**config.mk**
```make
export PLATFORM = sky130hd
export DESIGN_NAME = control_sequencer_flat
export DESIGN_NICKNAME = d
export VERILOG_FILES = /design/src/rtl/control_sequencer_if.sv /design/src/rtl/control_sequencer.sv /design/src/flat_wrapper.sv
export SDC_FILE = /design/constraint.sdc
export NUM_CORES = 1
export LEC_CHECK = 0
export CAP_MARGIN = 10
export CORE_MARGIN = 2
export CORE_UTILIZATION = 31
export CTS_CLUSTER_SIZE = 12
export DETAILED_ROUTE_END_ITERATION = 12
export PLACE_DENSITY_LB_ADDON = 0.25
export RECOVER_POWER = 50
export REMOVE_ABC_BUFFERS = 1
export SLEW_MARGIN = 5
export SYNTH_ARGS = -nofsm -noshare
export SYNTH_HDL_FRONTEND = slang
export SYNTH_SLANG_ARGS = --single-unit
export TNS_END_PERCENT = 5
```
**constraint.sdc**
```tcl
create_clock -name clk -period 1.5 [get_ports clk]
set_input_delay 0.225 -clock clk [delete_from_list [all_inputs] [get_ports clk]]
set_output_delay 0.225 -clock clk [all_outputs]
set_load 0.1 [all_outputs]
```
**src/rtl/control_sequencer_if.sv**
```systemverilog
// control_sequencer_if: instruction/condition inputs and all control strobes of the sequencer.
interface control_sequencer_if;
  logic [31:0] ir;
  logic con;
  logic pc_out, mdr_out, zhi_out, zlo_out, hi_out, lo_out, inport_out, c_out, ba_out, r_out;
  logic pc_in, inc_pc, mar_in, mdr_in, ir_in, y_in, z_in, hi_in, lo_in, con_in, outport_in, r_in;
  logic gra, grb, grc, read, write, run;
  logic [3:0] alu_op;
  modport master (
    output ir, con,
    input pc_out, mdr_out, zhi_out, zlo_out, hi_out, lo_out, inport_out, c_out, ba_out, r_out,
    input pc_in, inc_pc, mar_in, mdr_in, ir_in, y_in, z_in, hi_in, lo_in, con_in, outport_in, r_in,
    input gra, grb, grc, read, write, run, alu_op
  );
  modport slave (
    input ir, con,
    output pc_out, mdr_out, zhi_out, zlo_out, hi_out, lo_out, inport_out, c_out, ba_out, r_out,
    output pc_in, inc_pc, mar_in, mdr_in, ir_in, y_in, z_in, hi_in, lo_in, con_in, outport_in, r_in,
    output gra, grb, grc, read, write, run, alu_op
  );
endinterface

```
**src/rtl/control_sequencer.sv**
```systemverilog
// control_sequencer: step sequencer (RST, T0..T7, HALT) with combinational strobe decode of step and opcode.
module control_sequencer (
  input logic clk,
  input logic rst_n,
  control_sequencer_if.slave bus
);
  typedef enum logic [3:0] {RST, T0, T1, T2, T3, T4, T5, T6, T7, HALT} state_t;
  localparam logic [4:0] OP_LD = 5'b00000, OP_LDI = 5'b00001, OP_ST = 5'b00010, OP_ADD = 5'b00011;
  localparam logic [4:0] OP_SUB = 5'b00100, OP_AND = 5'b01001, OP_OR = 5'b01010, OP_ADDI = 5'b01011;
  localparam logic [4:0] OP_ANDI = 5'b01100, OP_ORI = 5'b01101, OP_BR = 5'b10010, OP_JR = 5'b10011;
  localparam logic [4:0] OP_IN = 5'b10101, OP_OUT = 5'b10110, OP_MFHI = 5'b10111, OP_MFLO = 5'b11000;
  localparam logic [4:0] OP_HALT = 5'b11010;
  state_t state;
  logic [4:0] op;
  logic alu_r, alu_i, is_ldi, is_ld, is_st, is_br, is_halt;
  logic [3:0] alu_sel, alu_op;
  logic pc_out, mdr_out, zhi_out, zlo_out, hi_out, lo_out, inport_out, c_out, ba_out, r_out;
  logic pc_in, inc_pc, mar_in, mdr_in, ir_in, y_in, z_in, hi_in, lo_in, con_in, outport_in, r_in;
  logic gra, grb, grc, read, write;
  assign op = bus.ir[31:27];
  assign alu_r = op inside {OP_ADD, OP_SUB, OP_AND, OP_OR};
  assign alu_i = op inside {OP_ADDI, OP_ANDI, OP_ORI};
  assign is_ldi = op == OP_LDI;
  assign is_ld = op == OP_LD;
  assign is_st = op == OP_ST;
  assign is_br = op == OP_BR;
  assign is_halt = op == OP_HALT;
  assign alu_sel = op == OP_SUB ? 4'd1 : op inside {OP_AND, OP_ANDI} ? 4'd2 : op inside {OP_OR, OP_ORI} ? 4'd3 : 4'd0;
  always_ff @(posedge clk or negedge rst_n)
    if (!rst_n) state <= RST;
    else
      case (state)
        RST: state <= T0;
        T0: state <= T1;
        T1: state <= T2;
        T2: state <= T3;
        T3: state <= is_halt ? HALT : (alu_r | alu_i | is_ldi | is_ld | is_st | is_br) ? T4 : T0;
        T4: state <= T5;
        T5: state <= (is_ld | is_st | is_br) ? T6 : T0;
        T6: state <= is_br ? T0 : T7;
        T7: state <= T0;
        HALT: state <= HALT;
        default: state <= RST;
      endcase
  // Unknown opcodes fall through every branch below, so they behave as nop.
  always_comb begin
    {pc_out, mdr_out, zhi_out, zlo_out, hi_out, lo_out, inport_out, c_out, ba_out, r_out} = '0;
    {pc_in, inc_pc, mar_in, mdr_in, ir_in, y_in, z_in, hi_in, lo_in, con_in, outport_in, r_in} = '0;
    {gra, grb, grc, read, write} = '0;
    alu_op = 4'd0;
    case (state)
      T0: {pc_out, mar_in, inc_pc, z_in} = 4'hf;
      T1: {zlo_out, pc_in, read, mdr_in} = 4'hf;
      T2: {mdr_out, ir_in} = 2'b11;
      T3:
        if (alu_r | alu_i) {grb, r_out, y_in} = 3'b111;
        else if (is_ldi | is_ld | is_st) {grb, ba_out, y_in} = 3'b111;
        else if (is_br) {gra, r_out, con_in} = 3'b111;
        else if (op == OP_JR) {gra, r_out, pc_in} = 3'b111;
        else if (op == OP_IN) {inport_out, gra, r_in} = 3'b111;
        else if (op == OP_OUT) {gra, r_out, outport_in} = 3'b111;
        else if (op == OP_MFHI) {hi_out, gra, r_in} = 3'b111;
        else if (op == OP_MFLO) {lo_out, gra, r_in} = 3'b111;
      T4:
        if (alu_r) begin
          {grc, r_out, z_in} = 3'b111;
          alu_op = alu_sel;
        end else if (alu_i | is_ldi | is_ld | is_st) begin
          {c_out, z_in} = 2'b11;
          alu_op = alu_sel;
        end else if (is_br) {pc_out, y_in} = 2'b11;
      T5:
        if (alu_r | alu_i | is_ldi) {zlo_out, gra, r_in} = 3'b111;
        else if (is_ld | is_st) {zlo_out, mar_in} = 2'b11;
        else if (is_br) {c_out, z_in} = 2'b11;
      T6:
        if (is_ld) {read, mdr_in} = 2'b11;
        else if (is_st) {gra, r_out, mdr_in} = 3'b111;
        else if (is_br) begin
          zlo_out = 1'b1;
          pc_in = bus.con;
        end
      T7:
        if (is_ld) {mdr_out, gra, r_in} = 3'b111;
        else if (is_st) write = 1'b1;
      default: ;
    endcase
  end
  assign {bus.pc_out, bus.mdr_out, bus.zhi_out, bus.zlo_out, bus.hi_out, bus.lo_out, bus.inport_out,
          bus.c_out, bus.ba_out, bus.r_out} =
         {pc_out, mdr_out, zhi_out, zlo_out, hi_out, lo_out, inport_out, c_out, ba_out, r_out};
  assign {bus.pc_in, bus.inc_pc, bus.mar_in, bus.mdr_in, bus.ir_in, bus.y_in, bus.z_in, bus.hi_in,
          bus.lo_in, bus.con_in, bus.outport_in, bus.r_in} =
         {pc_in, inc_pc, mar_in, mdr_in, ir_in, y_in, z_in, hi_in, lo_in, con_in, outport_in, r_in};
  assign {bus.gra, bus.grb, bus.grc, bus.read, bus.write, bus.alu_op} = {gra, grb, grc, read, write, alu_op};
  assign bus.run = !(state inside {RST, HALT});
endmodule

```
**src/flat_wrapper.sv**
```systemverilog
// flat-port wrapper written by rule: the top's interface ports become plain ports
module control_sequencer_flat 
  (clk, rst_n, bus_ir, bus_con, bus_pc_out, bus_mdr_out, bus_zhi_out, bus_zlo_out, bus_hi_out, bus_lo_out, bus_inport_out, bus_c_out, bus_ba_out, bus_r_out, bus_pc_in, bus_inc_pc, bus_mar_in, bus_mdr_in, bus_ir_in, bus_y_in, bus_z_in, bus_hi_in, bus_lo_in, bus_con_in, bus_outport_in, bus_r_in, bus_gra, bus_grb, bus_grc, bus_read, bus_write, bus_run, bus_alu_op);
  control_sequencer_if bus_i ();
  input logic clk;
  input logic rst_n;
  input wire logic [$bits(bus_i.ir)-1:0] bus_ir;
  input wire logic [$bits(bus_i.con)-1:0] bus_con;
  output wire logic [$bits(bus_i.pc_out)-1:0] bus_pc_out;
  output wire logic [$bits(bus_i.mdr_out)-1:0] bus_mdr_out;
  output wire logic [$bits(bus_i.zhi_out)-1:0] bus_zhi_out;
  output wire logic [$bits(bus_i.zlo_out)-1:0] bus_zlo_out;
  output wire logic [$bits(bus_i.hi_out)-1:0] bus_hi_out;
  output wire logic [$bits(bus_i.lo_out)-1:0] bus_lo_out;
  output wire logic [$bits(bus_i.inport_out)-1:0] bus_inport_out;
  output wire logic [$bits(bus_i.c_out)-1:0] bus_c_out;
  output wire logic [$bits(bus_i.ba_out)-1:0] bus_ba_out;
  output wire logic [$bits(bus_i.r_out)-1:0] bus_r_out;
  output wire logic [$bits(bus_i.pc_in)-1:0] bus_pc_in;
  output wire logic [$bits(bus_i.inc_pc)-1:0] bus_inc_pc;
  output wire logic [$bits(bus_i.mar_in)-1:0] bus_mar_in;
  output wire logic [$bits(bus_i.mdr_in)-1:0] bus_mdr_in;
  output wire logic [$bits(bus_i.ir_in)-1:0] bus_ir_in;
  output wire logic [$bits(bus_i.y_in)-1:0] bus_y_in;
  output wire logic [$bits(bus_i.z_in)-1:0] bus_z_in;
  output wire logic [$bits(bus_i.hi_in)-1:0] bus_hi_in;
  output wire logic [$bits(bus_i.lo_in)-1:0] bus_lo_in;
  output wire logic [$bits(bus_i.con_in)-1:0] bus_con_in;
  output wire logic [$bits(bus_i.outport_in)-1:0] bus_outport_in;
  output wire logic [$bits(bus_i.r_in)-1:0] bus_r_in;
  output wire logic [$bits(bus_i.gra)-1:0] bus_gra;
  output wire logic [$bits(bus_i.grb)-1:0] bus_grb;
  output wire logic [$bits(bus_i.grc)-1:0] bus_grc;
  output wire logic [$bits(bus_i.read)-1:0] bus_read;
  output wire logic [$bits(bus_i.write)-1:0] bus_write;
  output wire logic [$bits(bus_i.run)-1:0] bus_run;
  output wire logic [$bits(bus_i.alu_op)-1:0] bus_alu_op;
  assign bus_i.ir = bus_ir;
  assign bus_i.con = bus_con;
  assign bus_pc_out = bus_i.pc_out;
  assign bus_mdr_out = bus_i.mdr_out;
  assign bus_zhi_out = bus_i.zhi_out;
  assign bus_zlo_out = bus_i.zlo_out;
  assign bus_hi_out = bus_i.hi_out;
  assign bus_lo_out = bus_i.lo_out;
  assign bus_inport_out = bus_i.inport_out;
  assign bus_c_out = bus_i.c_out;
  assign bus_ba_out = bus_i.ba_out;
  assign bus_r_out = bus_i.r_out;
  assign bus_pc_in = bus_i.pc_in;
  assign bus_inc_pc = bus_i.inc_pc;
  assign bus_mar_in = bus_i.mar_in;
  assign bus_mdr_in = bus_i.mdr_in;
  assign bus_ir_in = bus_i.ir_in;
  assign bus_y_in = bus_i.y_in;
  assign bus_z_in = bus_i.z_in;
  assign bus_hi_in = bus_i.hi_in;
  assign bus_lo_in = bus_i.lo_in;
  assign bus_con_in = bus_i.con_in;
  assign bus_outport_in = bus_i.outport_in;
  assign bus_r_in = bus_i.r_in;
  assign bus_gra = bus_i.gra;
  assign bus_grb = bus_i.grb;
  assign bus_grc = bus_i.grc;
  assign bus_read = bus_i.read;
  assign bus_write = bus_i.write;
  assign bus_run = bus_i.run;
  assign bus_alu_op = bus_i.alu_op;
  control_sequencer u_core (.clk(clk), .rst_n(rst_n), .bus(bus_i));
endmodule
```
=== Yosys cells after proc, flatten, opt, wreduce, memory -nomap -nowiden ===
Cells that the tools add are included.

* Equal/unequal tests: 25
* Reductions and logical operators: 9
* Bitwise operators: 12
* Mux-type cells: 109

{| class="wikitable"
|+ Operators with widths
! cell !! number
|-
| 1-bit 2-to-1 mux || 85
|-
| 4-bit case mux with 9 select lines || 1
|-
| 5-bit equality test, second input constant || 7
|-
| 4-bit 2-to-1 mux || 7
|-
| 5-bit by 4-bit equality test with 1-bit output, second input constant || 5
|-
| 4-bit by 3-bit equality test with 1-bit output, second input constant || 4
|-
| 1-bit case mux with 3 select lines || 5
|-
| 1-bit case mux with 2 select lines || 7
|-
| 1-bit bitwise OR || 12
|-
| 5-bit by 2-bit equality test with 1-bit output, second input constant || 2
|-
| 4-bit by 2-bit equality test with 1-bit output, second input constant || 2
|-
| 4-bit equality test, second input constant || 2
|-
| 3-bit 2-to-1 mux || 2
|-
| 2-bit nonzero test || 3
|-
| 5-bit by 1-bit equality test with 1-bit output, second input constant || 1
|-
| 5-bit by 3-bit equality test with 1-bit output, second input constant || 1
|-
| 5-bit zero test || 1
|-
| 4-bit by 1-bit equality test with 1-bit output, second input constant || 1
|-
| 4-bit zero test || 1
|-
| 1-bit case mux with 4 select lines || 1
|-
| 4-bit nonzero test || 1
|-
| 3-bit nonzero test || 1
|-
| 2-bit 2-to-1 mux || 1
|-
| 2-bit OR reduction || 1
|-
| 1-bit zero test || 1
|}

* Bits of input ports: 35
* Logic and storage cells: 156
* Output and inout bits: 32
* Register bits after elaboration: 4

=== Longest topological paths before layout ===
* Depth after elaboration: 10
* Mapped depth: 6
* Mapped depth without buffers: 4

=== Least setup slack after synthesis ===
No wires, ideal clock.

* Kind: register to output
* From: reg u_core.state[3]
* To: out bus_pc_in
* Data required time: 1.275 ns
* Cell stages (with the launch flop): 5
* Buffers on the path: 0
* Setup slack: -2.055 ns
* Data arrival time: 3.330 ns
* Cells stage by stage: dfrtp_1 nand2b_1 nor3_1 nand2_1 o32ai_1

* Longest elaborated chain between the ends: 2
* Elaborated cells on any way between the ends: 4
* Those cells by class: 3 x eq/ne; 1 x mux

{| class="wikitable"
|+ RTL lines
! item !! line !! source
|-
| start: declaration || control_sequencer.sv:13 || <nowiki>state_t state;</nowiki>
|-
| start signal: assignment || control_sequencer.sv:37 || <nowiki>T3: state <= is_halt ? HALT : (alu_r | alu_i | is_ldi | is_ld | is_st | is_br) ? T4 : T0;</nowiki>
|-
| start signal: assignment || control_sequencer.sv:39 || <nowiki>T5: state <= (is_ld | is_st | is_br) ? T6 : T0;</nowiki>
|-
| start signal: assignment || control_sequencer.sv:40 || <nowiki>T6: state <= is_br ? T0 : T7;</nowiki>
|-
| 4-bit by 3-bit equality test with 1-bit output or 4-bit by 2-bit equality test with 1-bit output (tied branches) || control_sequencer.sv:51 || <nowiki>case (state)</nowiki>
|-
| 1-bit case mux with 3 select lines (*) || control_sequencer.sv:51 ||
|-
| end: declaration || flat_wrapper.sv:19 || <nowiki>output wire logic [$bits(bus_i.pc_in)-1:0] bus_pc_in;</nowiki>
|}

Every way passes the cells marked *; elsewhere a longest branch is shown, timed or not.

=== Worst setup path after layout ===
* From: reg u_core.state[3]
* To: out bus_gra

* Longest elaborated chain between the ends: 2
* Elaborated cells on any way between the ends: 5
* Those cells by class: 4 x eq/ne; 1 x mux

{| class="wikitable"
|+ RTL lines
! item !! line !! source
|-
| 4-bit equality test or 4-bit by 3-bit equality test with 1-bit output (tied branches) || control_sequencer.sv:51 ||
|-
| 1-bit case mux with 4 select lines (*) || control_sequencer.sv:51 ||
|-
| end: declaration || flat_wrapper.sv:31 || <nowiki>output wire logic [$bits(bus_i.gra)-1:0] bus_gra;</nowiki>
|}

Marked as above.

==> results.txt <==
The number of hold-slack violations in the final timing report is 0. The leakage power summed over all cells is 0.965 nW. The final-stage net count is 271. TritonCTS built the clock tree.

The number of warnings issued by yosys is 0. The cell-internal power is 1.83 mW. The checks that failed: design-rule violations, negative setup slack.

The maximum number of pins on one net before global-route repair is 13. The floorplan core area is 2810 sq um. The row count came out at 19.

After detailed routing, the number of vias per cell comes to 6.06. Between clock sinks in the finished design, the worst skew comes to 0.000350 ns. The post-cts hold buffer count came out at 0. The largest registers in the layout are u_core.state (4). The peak ir drop on the vdd network is 2.73 mV. Counting the buffers created by CTS gives 3. The critical-path maximum fanout came out at 3. The flow ran to the end, but the final reports show violations. The switching share of power is 58.7%.

The post-placement cell count is 249. The initial utilization of the core area, before any placement, comes to 33.3%. The ratio of final minimum period to clock period came out at 140%. The worst setup path is captured at an output port. The shortest clock period the worst path allows after layout is 2.11 ns. After global routing the overflow that remains totals 0. The area share of the largest cell type after synthesis is 10.7%. The critical setup path kind is reg2out.

The layout overhead on the synthesized area is 154%. Data on the critical path arrives at its endpoint at 1.88 ns. The maximum operating frequency is 475 MHz.

The most utilized layer in the global route result is met2. The area share of xor/xnor cells in the synthesized design is 2.82%. In this run the deepest clock path goes through 2 buffers. The number of enable flip-flop cells after synthesis came out at 0. The required arrival time at the worst endpoint is 1.27 ns. The setup-violating endpoint count in the final report is 28. The quantity of I/O buffers inserted on ports came out at 34. For this run, the leading register cell type out of synthesis is dfrtp_1. The register with the most flip-flops in the layout has 4 of them. The pre-CTS setup slack came out at -0.753 ns. The initial antenna violation count came out at 0. The setup slack after layout is -0.607 ns. The fraction of final layout cells with drive strength greater than 1 came out at 64.1%. The net load switching power is 2.60 mW.

The part of the Yosys area used for sequential elements is 10.7%. The clock network fraction of total power came out at 2.9%. The met3 usage came out at 1.76%. The share of synthesized cell area in and, or, nand and nor gates is 40.6%. The share of synthesized registers carrying an async set or reset came out at 100%. The register containing the most flip-flops in the final layout is u_core.state. The share of total power dissipated in combinational logic is 91.3%. The number of nets with antenna violations after detailed routing is 0. The type of element launching the critical path is a flip-flop. Clock-pin slew was measured on the worst setup and hold paths at 0.04 ns. CTS built an H-tree with a depth of 1. The synthesized area divided by synthesized cell count is 6.44 sq um. The arithmetic-cell share of the synthesized area counting full adders, half adders and majority gates is 0%. The area of the multi-input gates is 1010 sq um.

The repair_antennas step left the layout with diodes totalling 0. The residual DRC count came out at 2. The path class of the tightest hold or removal check is in2async. The global-route met2 utilization came out at 50.3%. The synthesized netlist occupies a cell area of 933 sq um. The first global-routing pass estimated 7620 um of wire. The overall die width came out at 58.9 um. Sorting the synthesized cells by area gives the leading types as dfrtp_1, nor2_1, nor2b_1.

The post-detailed-routing wire length came out at 5300 um. The final weighted congestion in routability-driven placement came out at 0.871. The routed layout has 1607 vias. After synthesis, the largest family of logic cells by area is simple AND/OR/NAND/NOR gates. The register bit total from synthesis came out at 4.

The die covers 3470 sq um. The number of standard cells after synthesis is 145. The first detailed-routing pass took 9 iterations.

The detail-routed net length per standard cell came out at 20.0 um. The number of max-cap violations is 0. The power density over the cells came out at 1870 nW/um^2. The share of power burned in registers came out at 5.8%. dfrtp_1 takes more of the synthesized area than any other cell. The setup TNS came out at -9.53 ns. The synthesized-area fraction occupied by ao, oa, aoi and oai cells is 30.4%. The number of DRC violations after detailed-routing iteration 0 is 172. The number of global-route vias before repair was 1543.

The worst hold margin came out at 0.269 ns. From bottom edge to top edge, the die measures 58.9 um. The post-synthesis cell type count came out at 45. The met1 layer usage reported by global route is 35.4%. The number of max-slew violations in the final report is 0. The HPWL reported at the end of detailed placement came out at 2920 um. The share of cell area taken by muxes after synthesis came out at 2.28%.

The later pin in the worst-skew pair is clocked with a latency of 0.23 ns. Setup repair after global routing could not meet its margin everywhere. The root buffer cell is clkbuf_4. The register cell area after layout is 104 sq um. For this run, the number of standard cells in the final layout without fillers is 265. Across every metal layer, demand over resource in global routing totals 28.2%. The tree built by TritonCTS fans out to 4 sinks. Pin placement for this block handled 67 I/O pins.

The number of fillers in the final layout is 147.
## worst max-delay path, stage by stage (launching register included)
cell and delay [ns]:
dfrtp_1 0.38, nand2b_4 0.16, nor3_4 0.22, nand2_1 0.12, buf_4 0.16, o211ai_1 0.32, clkbuf_16 0.28
## repair_timing
action,in CTS,in global routing
cloned,4,0
setup buffers,5,4
pin swaps,12,10
endpoints found under the setup margin,28,28
gates resized for setup,66,27
endpoints found under the hold margin,0,0
## area by class of cell
cell class | instances | area share (%)
clock buffers | 3 | 0.950
inverters | 4 | 0.633
multi-input cells | 123 | 42.7
flip-flops and latches | 4 | 4.38
well taps | 31 | 1.64
repair buffers | 100 | 49.7
## through the flow
stage | utilization (%) | area [sq um] | total power [mW]
finish | 84.5 | 2370 | 4.42
global route | 84.5 | 2370 | 4.57
CTS | 78.9 | 2210 | 4.04
detailed placement | 67.9 | 1900 | 3.60
global placement | 67.9 | 1900 | 3.57
floorplan | - | 845 | 2.18
## kinds of logic (layout without fill, tap and decap cells)
| family | after synthesis | count (layout) |
|---|---|---|
| mux | 2 | 2 |
| simple gates | 73 | 73 |
| flops | 4 | 4 |
| buf+inv | 22 | 107 |
| other cells | 1 | 5 |
| xor+xnor | 3 | 3 |
| compound gates | 40 | 40 |
## cells in the mapped netlist, drive strengths merged (2+ instances only)
| cell type | n |
|---|---|
| a21oi | 9 |
| a221oi | 2 |
| a31oi | 3 |
| and3 | 4 |
| buf | 12 |
| clkbuf | 6 |
| dfrtp | 4 |
| inv | 4 |
| nand2 | 14 |
| nand2b | 6 |
| nand3 | 5 |
| nand3b | 2 |
| nand4 | 3 |
| nor2 | 19 |
| nor2b | 9 |
| nor3 | 6 |
| o211ai | 3 |
| o21ai | 6 |
| o32a | 2 |
| o32ai | 3 |
| xnor2 | 3 |
## power by group through the flow
stage	registers, mW	logic (mW)	clock network (mW)
final	0.258	4.04	0.128
after global routing	0.259	4.17	0.140
after CTS	0.223	3.69	0.131
after detailed placement	0.214	3.39	0
after global placement	0.210	3.36	0
after floorplan	0.297	1.88	0
## path summary, 6_finish.rpt
path	cells past startpoint	slack (ns)	to	startpoint
setup / recovery	6	-0.61	bus_gra	u_core.state[3]$_DFF_PN0_
hold / removal	1	0.27	u_core.state[0]$_DFF_PN0_	rst_n
setup reg to reg	6	-0.29	u_core.state[2]$_DFF_PN0_	u_core.state[3]$_DFF_PN0_
max in group asynchronous	1	1.05	u_core.state[1]$_DFF_PN0_	rst_n
hold reg to reg	3	0.73	u_core.state[1]$_DFF_PN0_	u_core.state[3]$_DFF_PN0_
min in group clk	5	0.60	u_core.state[1]$_DFF_PN0_	bus_ir[29]
## cell usage in the layout (no fill, tap or decap), types with 2 or more instances in the layout
cell,count
a21oi_1,5
a21oi_2,3
a31oi_1,2
and3_4,4
buf_12,26
buf_2,3
buf_4,53
buf_6,10
clkbuf_16,2
clkbuf_4,3
conb_1,5
dfrtp_2,3
dlygate4sd2_1,2
inv_1,4
nand2_1,13
nand2b_2,2
nand2b_4,3
nand3_1,4
nand3b_1,2
nand4_1,3
nor2_1,10
nor2_2,5
nor2_4,4
nor2b_1,5
nor2b_2,3
nor3_2,3
nor3_4,2
o211ai_1,3
o21ai_0,2
o21ai_1,3
o32a_1,2
o32ai_2,2
xnor2_1,3
## layer usage
metal / vias to the layer above / routed length [um]
met5: - / 0
met4: 0 / 323
met2: 125 / 2650
li1: 698 / -
met1: 746 / 1930
met3: 38 / 397
(Power assumes the default switching activity.)
